### src/rtl/ddr4_cmd_slot_decoder.sv
// Registered DDR4 instruction-to-DFI slot decoder with a per-bank open/closed tracker.
// Define CMD_2T_EN for 2T timing: the command spans two slots and chip select drops in the second one.
module ddr4_cmd_slot_decoder #(
  parameter int ROW_WIDTH   = 17,
  parameter int BANK_WIDTH  = 2,
  parameter int BG_WIDTH    = 2,
  parameter int CS_WIDTH    = 1,
  parameter int NCK_PER_CLK = 4,
  parameter int CMD_SLOT    = 0
) (
  input  logic                              clk,
  input  logic                              rst_n,
  input  logic                              in_valid,
  output logic                              in_ready,
  input  logic [31:0]                       instr,
  input  logic                              hold,
  input  logic                              err_clr,
  output logic                              out_valid,
  output logic [ROW_WIDTH*NCK_PER_CLK-1:0]  dfi_address,
  output logic [BANK_WIDTH*NCK_PER_CLK-1:0] dfi_bank,
  output logic [BG_WIDTH*NCK_PER_CLK-1:0]   dfi_bg,
  output logic [CS_WIDTH*NCK_PER_CLK-1:0]   dfi_cs_n,
  output logic [NCK_PER_CLK-1:0]            dfi_act_n,
  output logic [NCK_PER_CLK-1:0]            dfi_ras_n,
  output logic [NCK_PER_CLK-1:0]            dfi_cas_n,
  output logic [NCK_PER_CLK-1:0]            dfi_we_n,
  output logic                              mc_rd_cas,
  output logic                              mc_wr_cas,
  output logic [(1<<(BANK_WIDTH+BG_WIDTH))-1:0] bank_open,
  output logic                              err_act_open,
  output logic                              err_cas_closed,
  output logic                              err_ref_open
);
  localparam int OFS_BANK = ROW_WIDTH;
  localparam int OFS_BG   = OFS_BANK + BANK_WIDTH;
  localparam int OFS_WE   = OFS_BG + BG_WIDTH;
  localparam int OFS_CAS  = OFS_WE + 1;
  localparam int OFS_RAS  = OFS_CAS + 1;
  localparam int OFS_CS   = OFS_RAS + 1;
  localparam int FIELD_W  = OFS_CS + CS_WIDTH;
  localparam int NBANKS   = 1 << (BANK_WIDTH + BG_WIDTH);
`ifdef CMD_2T_EN
  localparam int CMD_SPAN = 2;
`else
  localparam int CMD_SPAN = 1;
`endif
  localparam int CS_SLOT  = CMD_SLOT + CMD_SPAN - 1;

  logic [ROW_WIDTH-1:0]  f_addr;
  logic [BANK_WIDTH-1:0] f_bank;
  logic [BG_WIDTH-1:0]   f_bg;
  logic [CS_WIDTH-1:0]   f_cs_n;
  logic                  f_we, f_cas, f_ras;
  logic                  is_act, is_rd, is_wr, is_pre, is_ref;
  logic [ROW_WIDTH-1:0]  cmd_addr;
  logic [BG_WIDTH+BANK_WIDTH-1:0] idx;

  assign f_addr = instr[OFS_BANK-1:0];
  assign f_bank = instr[OFS_BG-1:OFS_BANK];
  assign f_bg   = instr[OFS_WE-1:OFS_BG];
  assign f_we   = instr[OFS_WE];
  assign f_cas  = instr[OFS_CAS];
  assign f_ras  = instr[OFS_RAS];
  assign f_cs_n = instr[FIELD_W-1:OFS_CS];
  assign idx    = {f_bg, f_bank};

  generate
    if (FIELD_W < 32) begin : g_unused
      logic unused_hi;
      assign unused_hi = ^instr[31:FIELD_W];
    end
  endgenerate

  assign is_act = ~f_ras &  f_cas &  f_we;
  assign is_rd  =  f_ras & ~f_cas &  f_we;
  assign is_wr  =  f_ras & ~f_cas & ~f_we;
  assign is_pre = ~f_ras &  f_cas & ~f_we;
  assign is_ref = ~f_ras & ~f_cas &  f_we;

  // ACT drives the full row; every other command reuses A16:A14 as RAS/CAS/WE.
  assign cmd_addr = is_act ? f_addr : {f_ras, f_cas, f_we, f_addr[ROW_WIDTH-4:0]};

  assign in_ready = ~hold;

  logic [NCK_PER_CLK-1:0][ROW_WIDTH-1:0]  addr_q, addr_d;
  logic [NCK_PER_CLK-1:0][BANK_WIDTH-1:0] bank_q, bank_d;
  logic [NCK_PER_CLK-1:0][BG_WIDTH-1:0]   bg_q, bg_d;
  logic [NCK_PER_CLK-1:0][CS_WIDTH-1:0]   cs_n_q, cs_n_d;
  logic [NCK_PER_CLK-1:0] act_n_q, act_n_d, ras_n_q, ras_n_d, cas_n_q, cas_n_d, we_n_q, we_n_d;
  logic out_valid_q, out_valid_d, rd_cas_q, rd_cas_d, wr_cas_q, wr_cas_d;
  logic [NBANKS-1:0] open_q, open_d;
  logic eao_q, eao_d, ecc_q, ecc_d, ero_q, ero_d;

  always_comb begin
    addr_d = addr_q;  bank_d = bank_q;  bg_d = bg_q;  cs_n_d = cs_n_q;
    act_n_d = act_n_q;  ras_n_d = ras_n_q;  cas_n_d = cas_n_q;  we_n_d = we_n_q;
    out_valid_d = out_valid_q;  rd_cas_d = rd_cas_q;  wr_cas_d = wr_cas_q;
    if (!hold) begin
      addr_d = '0;  bank_d = '0;  bg_d = '0;  cs_n_d = '1;
      act_n_d = '1;  ras_n_d = '1;  cas_n_d = '1;  we_n_d = '1;
      out_valid_d = in_valid;
      rd_cas_d    = in_valid & is_rd;
      wr_cas_d    = in_valid & is_wr;
      if (in_valid) begin
        for (int k = 0; k < CMD_SPAN; k++) begin
          addr_d[CMD_SLOT+k]  = cmd_addr;
          bank_d[CMD_SLOT+k]  = f_bank;
          bg_d[CMD_SLOT+k]    = f_bg;
          act_n_d[CMD_SLOT+k] = ~is_act;
          ras_n_d[CMD_SLOT+k] = f_ras;
          cas_n_d[CMD_SLOT+k] = f_cas;
          we_n_d[CMD_SLOT+k]  = f_we;
        end
        cs_n_d[CS_SLOT] = f_cs_n;
      end
    end
  end

  // Illegal sequences are only flagged; the command itself is always forwarded.
  always_comb begin
    open_d = open_q;  eao_d = eao_q;  ecc_d = ecc_q;  ero_d = ero_q;
    if (!hold) begin
      eao_d = eao_q & ~err_clr;
      ecc_d = ecc_q & ~err_clr;
      ero_d = ero_q & ~err_clr;
      if (in_valid && !f_cs_n[0]) begin
        if (is_act) begin
          if (open_q[idx]) eao_d = 1'b1;
          open_d[idx] = 1'b1;
        end
        if (is_pre) begin
          if (f_addr[10]) open_d = '0;
          else            open_d[idx] = 1'b0;
        end
        if ((is_rd || is_wr) && !open_q[idx]) ecc_d = 1'b1;
        if (is_ref && (|open_q)) ero_d = 1'b1;
      end
    end
  end

  always_ff @(posedge clk or negedge rst_n) begin
    if (!rst_n) begin
      addr_q <= '0;  bank_q <= '0;  bg_q <= '0;  cs_n_q <= '1;
      act_n_q <= '1;  ras_n_q <= '1;  cas_n_q <= '1;  we_n_q <= '1;
      out_valid_q <= 1'b0;  rd_cas_q <= 1'b0;  wr_cas_q <= 1'b0;
      open_q <= '0;  eao_q <= 1'b0;  ecc_q <= 1'b0;  ero_q <= 1'b0;
    end else begin
      addr_q <= addr_d;  bank_q <= bank_d;  bg_q <= bg_d;  cs_n_q <= cs_n_d;
      act_n_q <= act_n_d;  ras_n_q <= ras_n_d;  cas_n_q <= cas_n_d;  we_n_q <= we_n_d;
      out_valid_q <= out_valid_d;  rd_cas_q <= rd_cas_d;  wr_cas_q <= wr_cas_d;
      open_q <= open_d;  eao_q <= eao_d;  ecc_q <= ecc_d;  ero_q <= ero_d;
    end
  end

  // Slot-major registers flattened into the bit-major DFI layout.
  generate
    for (genvar s = 0; s < NCK_PER_CLK; s++) begin : g_slot
      for (genvar b = 0; b < ROW_WIDTH; b++) begin : g_a
        assign dfi_address[b*NCK_PER_CLK+s] = addr_q[s][b];
      end
      for (genvar b = 0; b < BANK_WIDTH; b++) begin : g_b
        assign dfi_bank[b*NCK_PER_CLK+s] = bank_q[s][b];
      end
      for (genvar b = 0; b < BG_WIDTH; b++) begin : g_g
        assign dfi_bg[b*NCK_PER_CLK+s] = bg_q[s][b];
      end
      for (genvar b = 0; b < CS_WIDTH; b++) begin : g_c
        assign dfi_cs_n[b*NCK_PER_CLK+s] = cs_n_q[s][b];
      end
    end
  endgenerate

  assign dfi_act_n      = act_n_q;
  assign dfi_ras_n      = ras_n_q;
  assign dfi_cas_n      = cas_n_q;
  assign dfi_we_n       = we_n_q;
  assign out_valid      = out_valid_q;
  assign mc_rd_cas      = rd_cas_q;
  assign mc_wr_cas      = wr_cas_q;
  assign bank_open      = open_q;
  assign err_act_open   = eao_q;
  assign err_cas_closed = ecc_q;
  assign err_ref_open   = ero_q;
endmodule

### config.mk
export PLATFORM = sky130hd
export DESIGN_NAME = ddr4_cmd_slot_decoder
export DESIGN_NICKNAME = d
export VERILOG_FILES = /design/src/rtl/ddr4_cmd_slot_decoder.sv
export SDC_FILE = /design/constraint.sdc
export NUM_CORES = 1
export LEC_CHECK = 0
export CORE_MARGIN = 10
export CORE_UTILIZATION = 60
export CTS_BUF_LIST = sky130_fd_sc_hd__clkbuf_2
export DETAILED_ROUTE_END_ITERATION = 7
export DONT_BUFFER_PORTS = 1
export GPL_ROUTABILITY_DRIVEN = 1
export PLACE_DENSITY = 0.89
export RECOVER_POWER = 50
export REMOVE_ABC_BUFFERS = 1
export SYNTH_ARGS = -nofsm -noshare
export SYNTH_HDL_FRONTEND = slang
export SYNTH_SLANG_ARGS = --single-unit
### constraint.sdc
create_clock -name clk -period 1.6 [get_ports clk]
set_input_delay 0.24 -clock clk [delete_from_list [all_inputs] [get_ports clk]]
set_output_delay 0.24 -clock clk [all_outputs]
set_load 0.02 [all_outputs]
==> reports/metrics.cfg <==
[synthesis]
synth_edf_count = 0
yosysUniqueCellTypes = 36
synth_common_cells = buf_4 (78), nand2_1 (54), o21ai_0 (50)
synth_top_cells_by_area = dfrtp_1 (38%), buf_4 (21%), o21ai_0 (8.8%)
syn_inst = 322
synth_top_flop_cell = dfrtp_1
ys_warn_count = 0
synth.largest_area_cell = dfrtp_1
ys_seq_area_share_pct = 42.4
syn_area_per_cell_um2 = 8.84
synth_top_area_share_pct = 37.8
synthArstFlopShare_pct = 100
ys_ff_latch = 48
yosysMostFrequentCell = buf_4
syn-cell-area_um2 = 2850

[clock_tree]
cts_tree = yes
clk_latency_ns = 0.42
clk_pin_slew_ns = 0.24
cts.root.buffer_cell = clkbuf_2
clock-sinks = 48
clock_path_buffers = 2
cts_buffers = 5
htreeDepth = 2

[grt]
antenna_found_initial = 0
use_met2_pct = 32.2
grt_pass1_vias = 2204
grtUsageMet1_pct = 21.6
grt_start_max_net_pins = 54
busiest_layer = met2
grt_pass1_wl_um = 11700
grt_use_total_pct = 19.0
use_met3_pct = 8.18
grt_overflow = 0

[timing]
max-slew-margin-rel_pct = 22.9
hold_ws_ns = 0.00770
skew_ns = 0.0204
period_minus_slack_ns = 1.59
min_period_over_period_pct = 99.4
worst_pin_slew_ns = 1.16
hold_violations = 0
rsz0062_at_grt = yes
fin_ws_ns = 0.00939
setup_viol = 0
max_freq_mhz = 629
drv_slew = 0
tns_ns = 0

[job]
drv_cap = 0

[floorplanning]
coreArea_um2 = 4470
start_util_pct = 63.6
fp.dieW_um = 88.9
dieArea_um2 = 7900
io_pins = 164
die_y_um = 88.9
placementRows = 24

[route]
routed_wl_um = 8090
drcViolationCount = 0
ant_nets = 0
via_per_inst = 5.36
drt_first_pass_iters = 4
wl_per_cell_um = 19.3
drt_iter0_markers = 165
vias = 2253

[cells_and_area]
drive_gt1_share_pct = 11.4
final_net_count = 404
final-seq-area_um2 = 1210
nFillCells = 346
area_delta_synth_final_pct = 8.26
final_area_um2 = 3080
n_antenna_cell = 0
fin_util_pct = 68.9
multiInputGateArea_um2 = 1250
fin_cells = 420

[setup_path]
cpMaxStageDelayCell = mux4_2
required_ns = 1.94
max_stage_delay_ns = 0.48
crit_path_cell_trace = mux4_2 -> mux2i_2 -> o21ai_1 -> a221o_1
path_max_fanout = 2
arrival_ns = 1.93
endpoint_kind = register
startpoint_type = register
critPathKind = register to register

[place]
place.gp.congestion = 0.897
dpl.hpwl_um = 5630
io_buffers = 0
postPlaceCellArea_um2 = 2710
dp_cells = 378
dpl_worst_slack_ns = -0.0616

[power_and_ir_drop]
p_leak_nw = 1.50
peakVddDrop_uv = 438
power_mw = 2.47
power.density_nw_per_um2 = 801

[min_path]
min_path_type = input pin to register

[outcome]
outcome = finished, final reports clean

## sequential cells by signal, summed over array words and instances (netlist names)
| name | flops |
|---|---|
| mc_wr_cas | 1 |
| dfi_ras_n | 1 |
| dfi_we_n | 1 |
| err_ref_open | 1 |
| dfi_bg | 2 |
| bank_open | 16 |
| dfi_bank | 2 |
| err_act_open | 1 |
| dfi_cas_n | 1 |
| dfi_act_n | 1 |
| dfi_address | 17 |
| mc_rd_cas | 1 |
| dfi_cs_n | 1 |
| out_valid | 1 |
| err_cas_closed | 1 |
## cell families after synthesis
logic type / synth area share (%)
AOI/OAI and AO/OA: 15.3
buffers and inverters: 23.9
DFF: 42.4
muxes: 4.44
other: 0.264
and+or+nand+nor: 13.6
## routing by layer
metal / wire length (um) / share of wire [%] / vias to the layer above
met5: 0 / 0 / -
li1: - / - / 1021
met2: 4000 / 49 / 149
met3: 1200 / 15 / 9
met4: 63 / 0.78 / 0
met1: 2830 / 35 / 1074
## repair_timing
action	CTS	global route
pin swaps	2	1
endpoints found under the setup margin	2	3
hold buffers	29	3
buffers inserted	2	0
resized for setup	3	3
hold endpoints to repair	77	3
## report_power, final
group / switching [mW] / internal, mW
Sequential: 0.129 / 1.30
Combinational: 0.376 / 0.169
Clock: 0.389 / 0.109
Total: 0.894 / 1.57
## critical path: cells and delay by family, from the launching register on
kind            cells  cell delay [ns]
mux                 2             0.68
flops               1             0.44
compound gates      2             0.38
## final cells by class
| type | count | area share, % |
|---|---|---|
| Sequential cell | 48 | 39.2 |
| Inverter | 7 | 0.853 |
| Tap cell | 52 | 2.11 |
| Timing Repair Buffer | 56 | 16.1 |
| Clock inverter | 2 | 0.365 |
| Multi-Input combinational cell | 249 | 40.4 |
| Clock buffer | 6 | 0.974 |
## layout by cell type, fill, tap and decap left out, drive strengths merged, types with 2 or more instances in the layout
master / synthesis / final
conb: 2 / 78
nand2: 54 / 54
o21ai: 54 / 54
dfrtp: 43 / 43
dlygate4sd3: 0 / 29
buf: 80 / 24
a21oi: 15 / 15
clkbuf: 14 / 9
inv: 7 / 7
nand2b: 5 / 5
nor2: 5 / 5
a31oi: 5 / 5
nor4: 5 / 5
dfstp: 5 / 5
nor2b: 4 / 4
mux4: 4 / 4
o31ai: 3 / 3
nor3b: 2 / 2
## path summary, 6_finish.rpt
path / startpoint / cells after the start / to / slack (ns)
max: bank_open[1] / 4 / err_act_open / 0.009
min: instr[17] / 2 / bank_open[5] / 0.008
max reg2reg: bank_open[1] / 4 / err_act_open / 0.009
min reg2reg: dfi_act_n[0] / 2 / dfi_act_n[0] / 0.56
max in group asynchronous: rst_n / 2 / out_valid / 0.34
min in group asynchronous: rst_n / 2 / err_cas_closed / 0.55
(Power assumes the default switching activity.)
